[config.mk]
export PLATFORM = sky130hd
export DESIGN_NAME = alu_seq_ctrl
export DESIGN_NICKNAME = d
export VERILOG_FILES = /design/src/rtl/alu_seq_pkg.sv /design/src/rtl/alu_seq_ctrl.sv
export SDC_FILE = /design/constraint.sdc
export NUM_CORES = 1
export LEC_CHECK = 0
export ABC_AREA = 0
export BUFFER_PORTS_ARGS = -buffer_cell sky130_fd_sc_hd__buf_2
export CORE_MARGIN = 4
export CORE_UTILIZATION = 50
export DETAILED_ROUTE_END_ITERATION = 16
export PLACE_DENSITY = 0.78
export SKIP_CTS_REPAIR_TIMING = 1
export SYNTH_ARGS = -nofsm -noshare
export SYNTH_HDL_FRONTEND = slang
export SYNTH_SLANG_ARGS = --single-unit
[constraint.sdc]
create_clock -name clk -period 3.3 [get_ports clk]
set_input_delay 0.495 -clock clk [delete_from_list [all_inputs] [get_ports clk]]
set_output_delay 0.495 -clock clk [all_outputs]
set_load 0.02 [all_outputs]
[src/rtl/alu_seq_pkg.sv]
// alu_seq_pkg
// Shared types and constants for the multi-byte ALU sequencer.
//   op_e    : request operation codes as they appear on req_op
//   FUN_*   : function-select codes understood by the 8-bit ALU
//   state_e : sequencer state encoding
package alu_seq_pkg;

  typedef enum logic [1:0] {
    OP_ADD = 2'b00,
    OP_SUB = 2'b01,
    OP_AND = 2'b10,
    OP_OR  = 2'b11
  } op_e;

  localparam logic [1:0] FUN_ADD = 2'b00;
  localparam logic [1:0] FUN_AND = 2'b10;
  localparam logic [1:0] FUN_OR  = 2'b11;

  typedef enum logic [1:0] {
    IDLE = 2'b00,
    RUN  = 2'b01,
    DONE = 2'b10
  } state_e;

endpackage

[src/rtl/alu_seq_ctrl.sv]
// alu_seq_ctrl
// Sequences one WORDS-byte ADD/SUB/AND/OR through an external 8-bit
// combinational ALU, one byte per cycle LSB-first, chaining the carry, and
// returns the full-width result with aggregate carry/zero/negative flags.
//
// Ports
//   clk, rst_n                 clock, synchronous active-low reset
//   req_valid/req_ready        request handshake
//   req_op, req_a, req_b,
//   req_cin                    operation, N-bit operands, carry-in (ADD only)
//   alu_fun, alu_a, alu_b,
//   alu_cin                    drive to the external ALU
//   alu_out, alu_cout,
//   alu_zero, alu_neg          result byte and flags from the ALU
//   rsp_valid/rsp_ready        response handshake
//   rsp_data, rsp_cout,
//   rsp_zero, rsp_neg          N-bit result and aggregate flags
//   rsp_ovf                    signed overflow of ADD/SUB (only with
//                              ALU_SEQ_OVF_EN defined)
//
// Build option: define ALU_SEQ_OVF_EN to add the rsp_ovf output.
module alu_seq_ctrl
  import alu_seq_pkg::*;
#(
  parameter int WORDS = 4
) (
  input  logic               clk,
  input  logic               rst_n,
  input  logic               req_valid,
  output logic               req_ready,
  input  logic [1:0]         req_op,
  input  logic [8*WORDS-1:0] req_a,
  input  logic [8*WORDS-1:0] req_b,
  input  logic               req_cin,
  output logic [1:0]         alu_fun,
  output logic [7:0]         alu_a,
  output logic [7:0]         alu_b,
  output logic               alu_cin,
  input  logic [7:0]         alu_out,
  input  logic               alu_cout,
  input  logic               alu_zero,
  input  logic               alu_neg,
  output logic               rsp_valid,
  input  logic               rsp_ready,
  output logic [8*WORDS-1:0] rsp_data,
  output logic               rsp_cout,
  output logic               rsp_zero,
  output logic               rsp_neg
`ifdef ALU_SEQ_OVF_EN
  ,
  output logic               rsp_ovf
`endif
);

  localparam int N  = 8 * WORDS;
  localparam int IW = $clog2(WORDS) + 1;
  localparam int SW = $clog2(N);

  state_e           state_q;
  op_e              op_q;
  logic [N-1:0]     opA_q;
  logic [N-1:0]     opB_q;
  logic [N-1:0]     result_q;
  logic             carry_q;
  logic             zeroAcc_q;
  logic [IW-1:0]    idx_q;
  logic [IW-1:0]    idx_d;
  logic             rspCout_q;
  logic             rspZero_q;
  logic             rspNeg_q;
  logic [SW-1:0]    bitBase;
  logic             isArith;
  logic             lastByte;

  // Bit offset of the current byte; idx_q never exceeds WORDS-1 while it is
  // used, so dropping the top bits in the cast loses nothing.
  assign bitBase  = SW'({idx_q, 3'b000});
  assign idx_d    = idx_q + IW'(1);
  assign isArith  = (op_q == OP_ADD) || (op_q == OP_SUB);
  assign lastByte = (idx_q == IW'(WORDS - 1));

  assign req_ready = (state_q == IDLE);
  assign rsp_valid = (state_q == DONE);
  assign rsp_data  = result_q;
  assign rsp_cout  = rspCout_q;
  assign rsp_zero  = rspZero_q;
  assign rsp_neg   = rspNeg_q;

  // ALU drive: quiet zeros outside RUN. Subtraction is A + ~B + 1, so the
  // B byte is inverted and the carry register was preset to 1 on accept.
  always_comb begin
    alu_fun = FUN_ADD;
    alu_a   = 8'h00;
    alu_b   = 8'h00;
    alu_cin = 1'b0;
    if (state_q == RUN) begin
      alu_a   = opA_q[bitBase +: 8];
      alu_b   = (op_q == OP_SUB) ? ~opB_q[bitBase +: 8] : opB_q[bitBase +: 8];
      alu_cin = carry_q;
      case (op_q)
        OP_AND:  alu_fun = FUN_AND;
        OP_OR:   alu_fun = FUN_OR;
        default: alu_fun = FUN_ADD;
      endcase
    end
  end

`ifdef ALU_SEQ_OVF_EN
  logic rspOvf_q;
  logic carryIntoMsb;

  // Carry into the top result bit, recovered from the sum bit and its inputs.
  assign carryIntoMsb = alu_out[7] ^ alu_a[7] ^ alu_b[7];
  assign rsp_ovf      = rspOvf_q;

  // Overflow flag is captured alongside the other response flags.
  always_ff @(posedge clk) begin
    if (!rst_n) begin
      rspOvf_q <= 1'b0;
    end else if (state_q == RUN && lastByte) begin
      rspOvf_q <= isArith ? (carryIntoMsb ^ alu_cout) : 1'b0;
    end
  end
`endif

  // Sequencer FSM: accept in IDLE, one ALU byte per cycle in RUN, hold the
  // response in DONE until the consumer takes it.
  always_ff @(posedge clk) begin
    if (!rst_n) begin
      state_q   <= IDLE;
      op_q      <= OP_ADD;
      opA_q     <= '0;
      opB_q     <= '0;
      result_q  <= '0;
      carry_q   <= 1'b0;
      zeroAcc_q <= 1'b0;
      idx_q     <= '0;
      rspCout_q <= 1'b0;
      rspZero_q <= 1'b0;
      rspNeg_q  <= 1'b0;
    end else begin
      case (state_q)
        IDLE: begin
          if (req_valid) begin
            op_q      <= op_e'(req_op);
            opA_q     <= req_a;
            opB_q     <= req_b;
            zeroAcc_q <= 1'b1;
            idx_q     <= '0;
            state_q   <= RUN;
            case (op_e'(req_op))
              OP_ADD:  carry_q <= req_cin;
              OP_SUB:  carry_q <= 1'b1;
              default: carry_q <= 1'b0;
            endcase
          end
        end
        RUN: begin
          result_q[bitBase +: 8] <= alu_out;
          carry_q                <= isArith ? alu_cout : 1'b0;
          zeroAcc_q              <= zeroAcc_q & alu_zero;
          if (lastByte) begin
            rspCout_q <= isArith ? alu_cout : 1'b0;
            rspZero_q <= zeroAcc_q & alu_zero;
            rspNeg_q  <= alu_neg;
            state_q   <= DONE;
          end else begin
            idx_q <= idx_d;
          end
        end
        DONE: begin
          if (rsp_ready) begin
            state_q <= IDLE;
          end
        end
        default: state_q <= IDLE;
      endcase
    end
  end

endmodule

## Yosys cells after proc, flatten, opt, wreduce, memory -nomap -nowiden

Index checks and enable logic that the tools add are counted.

| storage, ports and cells | value |
|---|---|
| register bits after elaboration | 108 |
| bits of input ports | 82 |
| output and inout port bits | 56 |
| logic and storage cells | 60 |

| operators by class | value |
|---|---|
| add/subtract/negate cells | 2 |
| eq/ne operators | 11 |
| shift-type cells | 4 |
| muxes and demuxes | 20 |
| bitwise operators | 2 |
| reductions and logical operators | 10 |

Operator list:

| kind | count |
|---|---|
| 32-bit by 6-bit variable part select with 8-bit output | 2 |
| 32-bit bitwise mux | 1 |
| 8-bit by 7-bit variable shift with 32-bit output, first input constant | 1 |
| 8-bit by 7-bit variable part select with 32-bit output | 1 |
| 8-bit two-way mux | 3 |
| 2-bit two-way mux | 4 |
| 8-bit inverter | 1 |
| 5-bit negation with 7-bit output | 1 |
| 2-bit by 1-bit equality test with 1-bit output, second input constant | 3 |
| 2-bit equality test, second input constant | 3 |
| 2-bit zero test | 3 |
| 3-bit two-way mux | 2 |
| 2-bit inequality test, second input constant | 3 |
| 1-bit one-hot mux with 2 select lines | 3 |
| 2-bit one-hot mux with 3 select lines | 1 |
| 3-bit one-hot mux with 2 select lines | 1 |
| 2-bit AND reduction | 3 |
| 3-bit AND reduction | 2 |
| 1-bit two-way mux | 4 |
| 2-bit one-hot mux with 2 select lines | 1 |
| 3-bit by 1-bit adder with 3-bit output, second input constant | 1 |
| 3-bit by 2-bit equality test with 1-bit output, second input constant | 1 |
| 2-bit by 1-bit inequality test with 1-bit output, second input constant | 1 |
| 2-bit nonzero test | 1 |
| 2 further kinds | 2 |

## Logic depth before layout (Yosys ltp)

| logic depth | value |
|---|---|
| depth after elaboration | 4 |
| gate-level depth with buffers | 8 |
| gate-level depth less buffers | 5 |

## Least setup slack after synthesis

No wires, ideal clock.

| timing | value |
|---|---|
| path kind | register -> register |
| from | register idx_q[1] |
| to | register result_q[10] (netlist: rsp_data[10]) |
| setup time | 59 ps |
| arrival time | 2,256 ps |
| data required time | 3,241 ps |
| path slack | 985 ps |
| stages on the path, launching flop included | 9 |
| path buffers | 3 |
| period minus slack after synthesis | 2,315 ps |
| cells stage by stage | dfxtp_1 -> buf_2 -> clkbuf_1 -> inv_1 -> ha_1 -> nor4b_4 -> and4_1 -> buf_2 -> a22o_1 |

| on the way | value |
|---|---|
| word-level cells in the longest chain between the ends | 3 |
| elaborated cells on any way between the ends | 4 |
| classes of those cells | add/sub: 1; shift: 2; mux: 1 |

RTL lines:

| what | line | text |
|---|---|---|
| start, declared | alu_seq_ctrl.sv:66 | `logic [IW-1:0] idx_q;` |
| start signal, assigned | alu_seq_ctrl.sv:168 | `idx_q <= idx_d;` |
| 5-bit negation with 7-bit output (*) | alu_seq_ctrl.sv:159 | `result_q[bitBase +: 8] <= alu_out;` |
| 8-bit by 7-bit variable part select with 32-bit output or 8-bit by 7-bit variable shift with 32-bit output (tied branches) | alu_seq_ctrl.sv:159 |  |
| 32-bit bitwise mux (*) | alu_seq_ctrl.sv:159 |  |
| end signal, assigned by index | alu_seq_ctrl.sv:159 |  |
| end, declared | alu_seq_ctrl.sv:63 | `logic [N-1:0] result_q;` |

Mark *: on every way between the ends. The rest lies on a longest branch, timed or not.
A chain may end at the register's enable or synchronous reset.

## Worst setup path after layout

| timing | value |
|---|---|
| from | register idx_q[0] |
| to | output alu_a[6] |

| on the way | value |
|---|---|
| word-level cells in the longest chain between the ends | 2 |

RTL lines:

| what | line | text |
|---|---|---|
| 32-bit by 6-bit variable part select with 8-bit output | alu_seq_ctrl.sv:97 | `alu_a = opA_q[bitBase +: 8];` |
| 8-bit two-way mux | alu_seq_ctrl.sv:96 | `if (state_q == RUN) begin` |
| end, declared | alu_seq_ctrl.sv:36 | `output logic [7:0] alu_a,` |

No other way between the ends.

==> summary.md <==
| Metric | Value |
|---|---|
| Status | `complete, no violations` |
| Cell Chain, Critical Path | `buf_4 > mux4_2 > and2_1 > buf_2` |
| Fin nets | `705` |
| Power Density | `456 nW/um^2` |
| Design internal power | `1.90 mW` |
| Most common library cells after synthesis | `nand2_1 (144), dfxtp_1 (108), a21boi_0 (81)` |
| Clock tree buffer depth | `2` |
| Power share of the clock group | `32.8%` |
| Cell Area, Synth | `4690 um^2` |
| Std-Cell Rows | `35` |
| Combinational power share | `12.6%` |
| Worst path slowest cell | `dfxtp_1` |
| Register share of total power | `54.6%` |
| Worst-path clk slew | `0.11 ns` |
| Leak | `2.36 nW` |
| Layout area overhead | `19.8%` |
| Worst min-delay path category | `in2reg` |
| Slew Viols, Final | `0` |
| First-pass GRT wire length | `18.7 mm` |
| Place WS | `0.784 ns` |
| Avg Inst Size Synth | `9.40 um^2` |
| CP Capture Type | `output port` |
| Share of layout cells above drive strength 1 | `29.5%` |
| FILL cells | `817` |
| Mapped Cells | `499` |
| Net Sw Frac | `26.0%` |
| Most common cell in the netlist | `nand2_1` |
| RSZ-0062 raised after global routing | `false` |
| Largest net degree at the start of global routing | `67` |
| 1st-pass router iterations | `4` |
| Max FO, Critical Path | `15` |
| Relative slew slack | `46.4%` |
| Total number of vias | `3906` |
| Final setup margin | `0.550 ns` |
| Register bit total from synthesis | `108` |
| Htree depth | `3` |
| Die W | `105 um` |
| RePlAce Congestion | `0.787` |
| DR DRC count | `0` |
| Crit path launch type | `register` |
| Seq. cell area | `2160 um^2` |
| # IOs | `138` |
| Final Cycle Share | `83.3%` |
| Initial antenna violation count | `0` |
| GR Util All Layers | `20.9%` |
| DIE AREA | `11000 um^2` |
| Cell total after placement | `716` |
| Synthesized Nets | `588` |
| Port Buf Inserts | `137` |
| Post-Layout Cell Count | `732` |
| Average wire per standard cell | `15.5 um` |
| Part of the Yosys area used for sequential elements | `46.1%` |
| Crit path arrival time | `2.25 ns` |
| Post-synth EDFFs | `0` |
| Area leader, netlist | `dfxtp_1` |
| Critical Path Max Stage Delay | `0.75 ns` |
| Max cap viols | `0` |
| Clock Skew | `0.0135 ns` |
| Core area | `9200 um^2` |
| TNS Setup | `0 ns` |
| Req. time, crit path | `2.80 ns` |
| Final setup violation count | `0` |
| Crit Path Class | `reg2out` |
| Total CTS buffers | `9` |
| Iter 0 DRT Violations | `222` |
| # diodes | `0` |
| Reg-to-reg startpoint | `idx_q[1]$_SDFFE_PN0P_` |
| Synth unique cells | `34` |
| Fin crit period | `2.75 ns` |
| Top FF cell, synth | `dfxtp_1` |
| Worst ir drop on vdd | `0.000307 V` |
| Post-synth ARST share | `0%` |
| Clock sink count | `108` |
| Leading post-synthesis cells by cell area | `dfxtp_1 (46%), a21boi_0 (13%), nand2_1 (12%)` |
| DPL Wire Length | `8.16 mm` |
| Worst Hold Launch | `req_b[10]` |
| Max Fclk | `364 MHz` |
| Final Hold Viols | `0` |
| Actual slew at the worst max-slew pin | `0.803 ns` |
| Latest clock arrival within the worst-skew pair | `0.36 ns` |
| Area of the multi-input gates | `2350 um^2` |
| Synth Warn # | `0` |
| Via-to-Cell Ratio | `5.34` |
| Final core occ | `61.1%` |
| Final antenna-violating net count | `0` |
| Detailed-route wire length | `11.4 mm` |
| Die height | `105 um` |
| Area share of the largest cell type after synthesis | `46.1%` |
| Number of global-route vias before repair | `3853` |
| TritonCTS clock tree | `built` |
| Total gr overflow | `0` |
| Initial core utilization | `51.0%` |
| Crit path from | `idx_q[0]$_SDFFE_PN0P_` |
| Clk root buf | `clkbuf_8` |
| Design Power | `2.57 mW` |
| Psw | `0.667 mW` |
## final cells by class
class / count / area share (%)
multi-input cells: 348 / 41.9
well taps: 111 / 2.47
clock buffers: 11 / 2.69
repair buffers: 144 / 13.1
flip-flops and latches: 108 / 38.5
inverters: 5 / 0.334
clock inverters: 5 / 1.05
## power by group through the flow
stage               combinational, mW  clock [mW]  sequential (mW)
global placement                0.316           0             1.43
floorplan                       0.213           0             1.42
CTS                             0.325       0.855             1.40
detailed placement              0.324           0             1.43
finish                          0.324       0.842             1.40
global route                    0.360       0.916             1.41
## per-layer routing
metal / vias to the layer above / GRT usage, % / part of all wire, %
li1: 1941 / - / -
met1: 1839 / 28.9 / 46
met2: 114 / 33.0 / 46
met3: 12 / 4.88 / 6.2
met4: 0 / 5.34 / 1.1
met5: - / 0 / 0
## layout by cell type (no fill, tap or decap), types with 2 or more instances in the layout
cell / count
nand2_1: 144
buf_2: 137
dfxtp_1: 108
a21boi_0: 81
mux4_2: 16
a22o_1: 16
nand3_1: 14
nor2b_1: 13
and2_1: 11
clkbuf_8: 11
mux2i_1: 9
a32oi_1: 8
ha_1: 7
buf_4: 7
inv_1: 5
nand3b_1: 3
nor2_1: 2
nand2b_1: 2
or3_1: 2
nor3b_2: 2
or3b_2: 2
and3b_1: 2
and4_1: 2
a21boi_2: 2
o21ai_0: 2
a31oi_1: 2
clkinvlp_4: 2
## logic make-up after synthesis
logic type	share of synthesized area [%]
fa+ha+maj	1.87
mux	9.60
flops	46.1
buf+inv	3.87
compound gates	18.5
simple gates	20.1
## worst max-delay path, delay by kind of cell (launching register included)
family | cells | cell delay, ns
DFF | 1 | 0.75
muxes | 1 | 0.51
buffers and inverters | 2 | 0.46
and+or+nand+nor | 1 | 0.18
## path summary, 6_finish.rpt
kind                                             endpoint  slack [ns]  depth (start not counted)
worst max-delay path                             alu_a[6]        0.55                          4
worst min-delay path               opB_q[10]$_SDFFE_PN0P_        0.37                          3
worst max register to register  rsp_data[21]$_SDFFE_PN0P_        0.78                          5
worst min register to register     opB_q[22]$_SDFFE_PN0P_        0.47                          2
## registers in the layout, indices dropped and copies added, names as in the netlist, 2 cells and up
| signal | count |
|---|---|
| rsp_data | 32 |
| opB_q | 32 |
| op_q | 2 |
| opA_q | 32 |
| state_q | 2 |
| idx_q | 3 |
## metrics by stage
step / instance area, um^2 / hold WS [ns]
after floorplan: 4690 / 0.440
after global routing: 5620 / 0.357
after detailed placement: 5410 / 0.456
after CTS: 5620 / 0.362
final: 5620 / 0.372
after global placement: 5410 / 0.448
No activity file was read; power rests on OpenSTA's default activity.
